### config.mk
export PLATFORM = sky130hd
export DESIGN_NAME = demux_2bit_fifo
export DESIGN_NICKNAME = d
export VERILOG_FILES = /design/src/rtl/demux_2bit_fifo.sv
export SDC_FILE = /design/constraint.sdc
export NUM_CORES = 1
export LEC_CHECK = 0
export BUFFER_PORTS_ARGS = -buffer_cell sky130_fd_sc_hd__buf_2
export CAP_MARGIN = 30
export CORE_MARGIN = 10
export CORE_UTILIZATION = 40
export DETAILED_ROUTE_END_ITERATION = 6
export PLACE_DENSITY = 0.58
export SLEW_MARGIN = 20
export SYNTH_ARGS = -nofsm -noshare
export SYNTH_HDL_FRONTEND = slang
export SYNTH_SLANG_ARGS = --single-unit
### constraint.sdc
create_clock -name clk -period 2.6 [get_ports clk]
set_input_delay 0.52 -clock clk [delete_from_list [all_inputs] [get_ports clk]]
set_output_delay 0.52 -clock clk [all_outputs]
set_load 0.02 [all_outputs]
### src/rtl/demux_2bit_fifo.sv
// demux_2bit_fifo: steers a 2-bit valid/ready stream into one of two
// independently back-pressured channel FIFOs, each with an accept counter.
module demux_2bit_fifo #(
  parameter int DEPTH = 2,
  parameter int CNT_W = 8
) (
  input  logic             clk,
  input  logic             rst_n,
  input  logic [1:0]       In_data,
  input  logic             In_signal,
  input  logic             In_valid,
  output logic             In_ready,
  output logic [1:0]       Out1_data,
  output logic             Out1_valid,
  input  logic             Out1_ready,
  output logic [1:0]       Out2_data,
  output logic             Out2_valid,
  input  logic             Out2_ready,
  output logic [CNT_W-1:0] cnt1,
  output logic [CNT_W-1:0] cnt2
);

  localparam int AW = (DEPTH > 1) ? $clog2(DEPTH) : 1;
  localparam int OW = AW + 1;

  // Index 0 is channel 1, index 1 is channel 2.
  logic [1:0]       mem_q  [2][DEPTH];
  logic [AW-1:0]    wptr_q [2];
  logic [AW-1:0]    wptr_d [2];
  logic [AW-1:0]    rptr_q [2];
  logic [AW-1:0]    rptr_d [2];
  logic [OW-1:0]    occ_q  [2];
  logic [OW-1:0]    occ_d  [2];
  logic [CNT_W-1:0] cnt_q  [2];
  logic [CNT_W-1:0] cnt_d  [2];
  logic             full   [2];
  logic             empty  [2];
  logic             push   [2];
  logic             pop    [2];

  // Fill-level flags per channel, decoded from the occupancy counters.
  always_comb begin
    for (int c = 0; c < 2; c++) begin
      full[c]  = (occ_q[c] == OW'(DEPTH));
      empty[c] = (occ_q[c] == '0);
    end
  end

  // Ready follows only the steering bit and FIFO state; no pop bypass on full.
  assign In_ready = In_signal ? !full[1] : !full[0];

  // Handshake qualification: a push goes only to the steered channel.
  always_comb begin
    push[0] = In_valid && !In_signal && !full[0];
    push[1] = In_valid &&  In_signal && !full[1];
    pop[0]  = Out1_ready && !empty[0];
    pop[1]  = Out2_ready && !empty[1];
  end

  // Next-state for pointers, occupancy and counters; pointers wrap naturally
  // because DEPTH is a power of two.
  always_comb begin
    for (int c = 0; c < 2; c++) begin
      wptr_d[c] = wptr_q[c];
      rptr_d[c] = rptr_q[c];
      occ_d[c]  = occ_q[c];
      cnt_d[c]  = cnt_q[c];
      if (push[c]) begin
        wptr_d[c] = wptr_q[c] + AW'(1);
        cnt_d[c]  = cnt_q[c] + CNT_W'(1);
      end
      if (pop[c]) begin
        rptr_d[c] = rptr_q[c] + AW'(1);
      end
      if (push[c] && !pop[c]) begin
        occ_d[c] = occ_q[c] + OW'(1);
      end else if (!push[c] && pop[c]) begin
        occ_d[c] = occ_q[c] - OW'(1);
      end
    end
  end

  // Control state register; reset empties both channels immediately.
  always_ff @(posedge clk or negedge rst_n) begin
    if (!rst_n) begin
      for (int c = 0; c < 2; c++) begin
        wptr_q[c] <= '0;
        rptr_q[c] <= '0;
        occ_q[c]  <= '0;
        cnt_q[c]  <= '0;
      end
    end else begin
      for (int c = 0; c < 2; c++) begin
        wptr_q[c] <= wptr_d[c];
        rptr_q[c] <= rptr_d[c];
        occ_q[c]  <= occ_d[c];
        cnt_q[c]  <= cnt_d[c];
      end
    end
  end

  // Payload storage; stale entries are masked by the empty flag, so no reset.
  always_ff @(posedge clk) begin
    for (int c = 0; c < 2; c++) begin
      if (push[c]) begin
        mem_q[c][wptr_q[c]] <= In_data;
      end
    end
  end

  assign Out1_valid = !empty[0];
  assign Out2_valid = !empty[1];
  assign Out1_data  = empty[0] ? 2'b00 : mem_q[0][rptr_q[0]];
  assign Out2_data  = empty[1] ? 2'b00 : mem_q[1][rptr_q[1]];
  assign cnt1       = cnt_q[0];
  assign cnt2       = cnt_q[1];

endmodule

==> results.py <==
metrics = {
    "outcome": {
        "status": "finished clean",
    },
    "timing": {
        "skew_ns": 0.00723,
        "fmax_mhz": 552,
        "rsz0062_at_grt": "false",
        "finalCritPeriodShare_pct": 69.6,
        "worst_pin_slew_ns": 0.533,
        "hold_viol": 0,
        "min_period_ns": 1.81,
        "slew_violations": 0,
        "setup_tns_ns": 0,
        "slew_headroom_pct": 64.4,
        "finalSetupViolations": 0,
        "whs_ns": 0.169,
    },
    "final_layout": {
        "diodes": 0,
        "design_area_mm2": 0.00168,
        "multiInputGateArea_um2": 571,
        "area_delta_synth_final_pct": 18.0,
        "layout-drive-gt1-share_pct": 28.4,
        "regArea_um2": 841,
        "final_common_cell": "buf_2",
        "fin_nets": 159,
        "layout_common_cells": "buf_2 (30), dfrtp_1 (24), xnor2_1 (16), nor2_1 (10), nand2_1 (10)",
        "layoutNonFillerInstCount": 194,
        "fillers": 318,
    },
    "floorplan": {
        "io_pins": 31,
        "die_w_um": 79.7,
        "fp-row-count": 21,
        "die-height_um": 79.7,
        "die-area_mm2": 0.00635,
        "start_util_pct": 42.0,
        "core_mm2": 0.00339,
    },
    "logic_synthesis": {
        "synth_area_mm2": 0.00143,
        "ys_types": 24,
        "avgSynthCellArea_um2": 13.0,
        "synth_nets": 122,
        "synth_seq_cells": 32,
        "ys_warn_count": 0,
        "netlist_instances": 110,
        "ys_seq_area_share_pct": 59.0,
    },
    "clock_tree": {
        "cts_root_buf": "clkbuf_4",
        "cts_made_buffers": 5,
        "post_cts_resized": 0,
        "cts_sinks": 32,
        "h-tree-depth": 2,
        "cts.clk_slew.worst_paths_ns": 0.09,
        "clk_latency_ns": 0.32,
        "clockBufferDepth": 2,
        "postCtsHoldBufs": 0,
        "cts_tree": "done",
        "post_cts.repair.setup_buffers": 0,
    },
    "worst_setup_path": {
        "required_ns": 2.08,
        "setup.worst_path.start_class": "flop",
        "endpoint_kind": "primary output",
        "critical_path_class": "flop to primary output",
        "worstPathArrival_ns": 1.29,
        "crit_fanout": 4,
    },
    "placed_design": {
        "io_buffers": 30,
        "gp_congestion": 0.736,
        "dp_cells": 186,
        "dpl_cell_area_mm2": 0.00163,
        "hpwlAfterDp_um": 2080,
    },
    "route": {
        "avgViaCountPerCell": 4.73,
        "postRouteAntennaNets": 0,
        "num_vias": 917,
        "dr.first_iter.drc_count": 64,
        "dr.pass1.iters": 4,
        "routed_wirelength_um": 2730,
        "routedWlPerCell_um": 14.1,
        "drc": 0,
    },
    "run": {
        "maxCapViolations": 0,
    },
    "global_routing": {
        "antenna_found_initial": 0,
        "grtUsageTotal_pct": 9.37,
        "grt_pass1_vias": 999,
        "grt_pass1_wl_um": 4670,
        "grt_max_degree": 25,
        "overflow": 0,
    },
    "power": {
        "power_uw": 1860,
        "ir_worst_vdd_uv": 492,
        "power.density_mw_per_mm2": 1110,
        "leakagePower_uw": 0.000806,
    },
    "min_path": {
        "hold_path.class": "primary input to asynchronous set/reset pin",
    },
}
-- routing by layer --
metal / track usage [%] / up-vias / share of wire, %
met5: 0 / - / 0
met4: 3.76 / 0 / 0.48
met3: 4.95 / 2 / 7.4
met2: 15.9 / 20 / 51
met1: 9.46 / 449 / 42
li1: - / 446 / -
-- sequential cells by signal (all words and copies together), names as in the netlist --
register	count
wptr_q	2
cnt2	8
occ_q	4
cnt1	8
mem_q	8
rptr_q	2
-- cell type report --
type,instances,area share [%]
flip-flops and latches,32,50.0
multi-input cells,75,33.9
repair buffers,30,8.93
well taps,46,3.42
clock buffers,7,2.68
inverters,3,0.818
clock inverters,1,0.223
-- worst max-delay path, cell delays in order, from the launching register on --
cell	delay, ns
dfrtp_1	0.47
nor2b_4	0.23
a21oi_1	0.11
buf_2	0.17
-- synthesized netlist by cell type, drive strengths merged --
cell type  count  area, µm²
dfrtp         24        601
xnor2         16        140
nand2         11       48.8
nor2          11       48.8
edfxtp         8        240
xor2           8       70.1
ha             4       50.1
mux2i          4       40.0
nand4          4       25.0
and3           3       18.8
and4           3       26.3
inv            3       13.8
and2           2       12.5
nand3          2       10.0
nor3           2       21.3
a21oi          1       5.00
mux2           1       11.3
nand2b         1       8.76
nand3b         1       20.0
nor2b          1       13.8
-- final timing paths --
kind / from / end / slack (ns) / depth (start not counted)
min: rst_n / rptr_q[1] / 0.17 / 1
max in group asynchronous: rst_n / cnt2[0] / 2.06 / 1
min in group clk: In_data[0] / mem_q[0][2] / 0.41 / 1
min reg2reg: cnt1[7] / cnt1[7] / 0.47 / 1
max: occ_q[0] / In_ready / 0.79 / 3
max reg2reg: occ_q[2] / occ_q[3] / 1.04 / 7
-- where the power goes --
group	switching, µW	total, µW	internal [µW]	leakage [µW]
clock	150	254	104	0.0000269
combinational	443	752	309	0.000405
sequential	177	854	677	0.000374
-- cell families (layout without fill, tap and decap cells) --
logic type	count (synthesis)	in the layout	synth area share, %
AO/OA/AOI/OAI	1	1	0.351
XOR/XNOR	24	24	14.7
adder cells (fa/ha/maj)	4	4	3.51
buffers and inverters	3	41	0.966
flip-flops	32	32	59.0
multiplexers	5	5	3.60
AND/OR/NAND/NOR	41	41	17.8
-- stage by stage --
step	worst slack, ns	util (%)
finish	0.790	49.6
global placement	1.00	48.2
CTS	0.756	49.6
global route	0.692	49.6
detailed placement	0.965	48.2
floorplan	1.14	-
(Power assumes the default switching activity.)
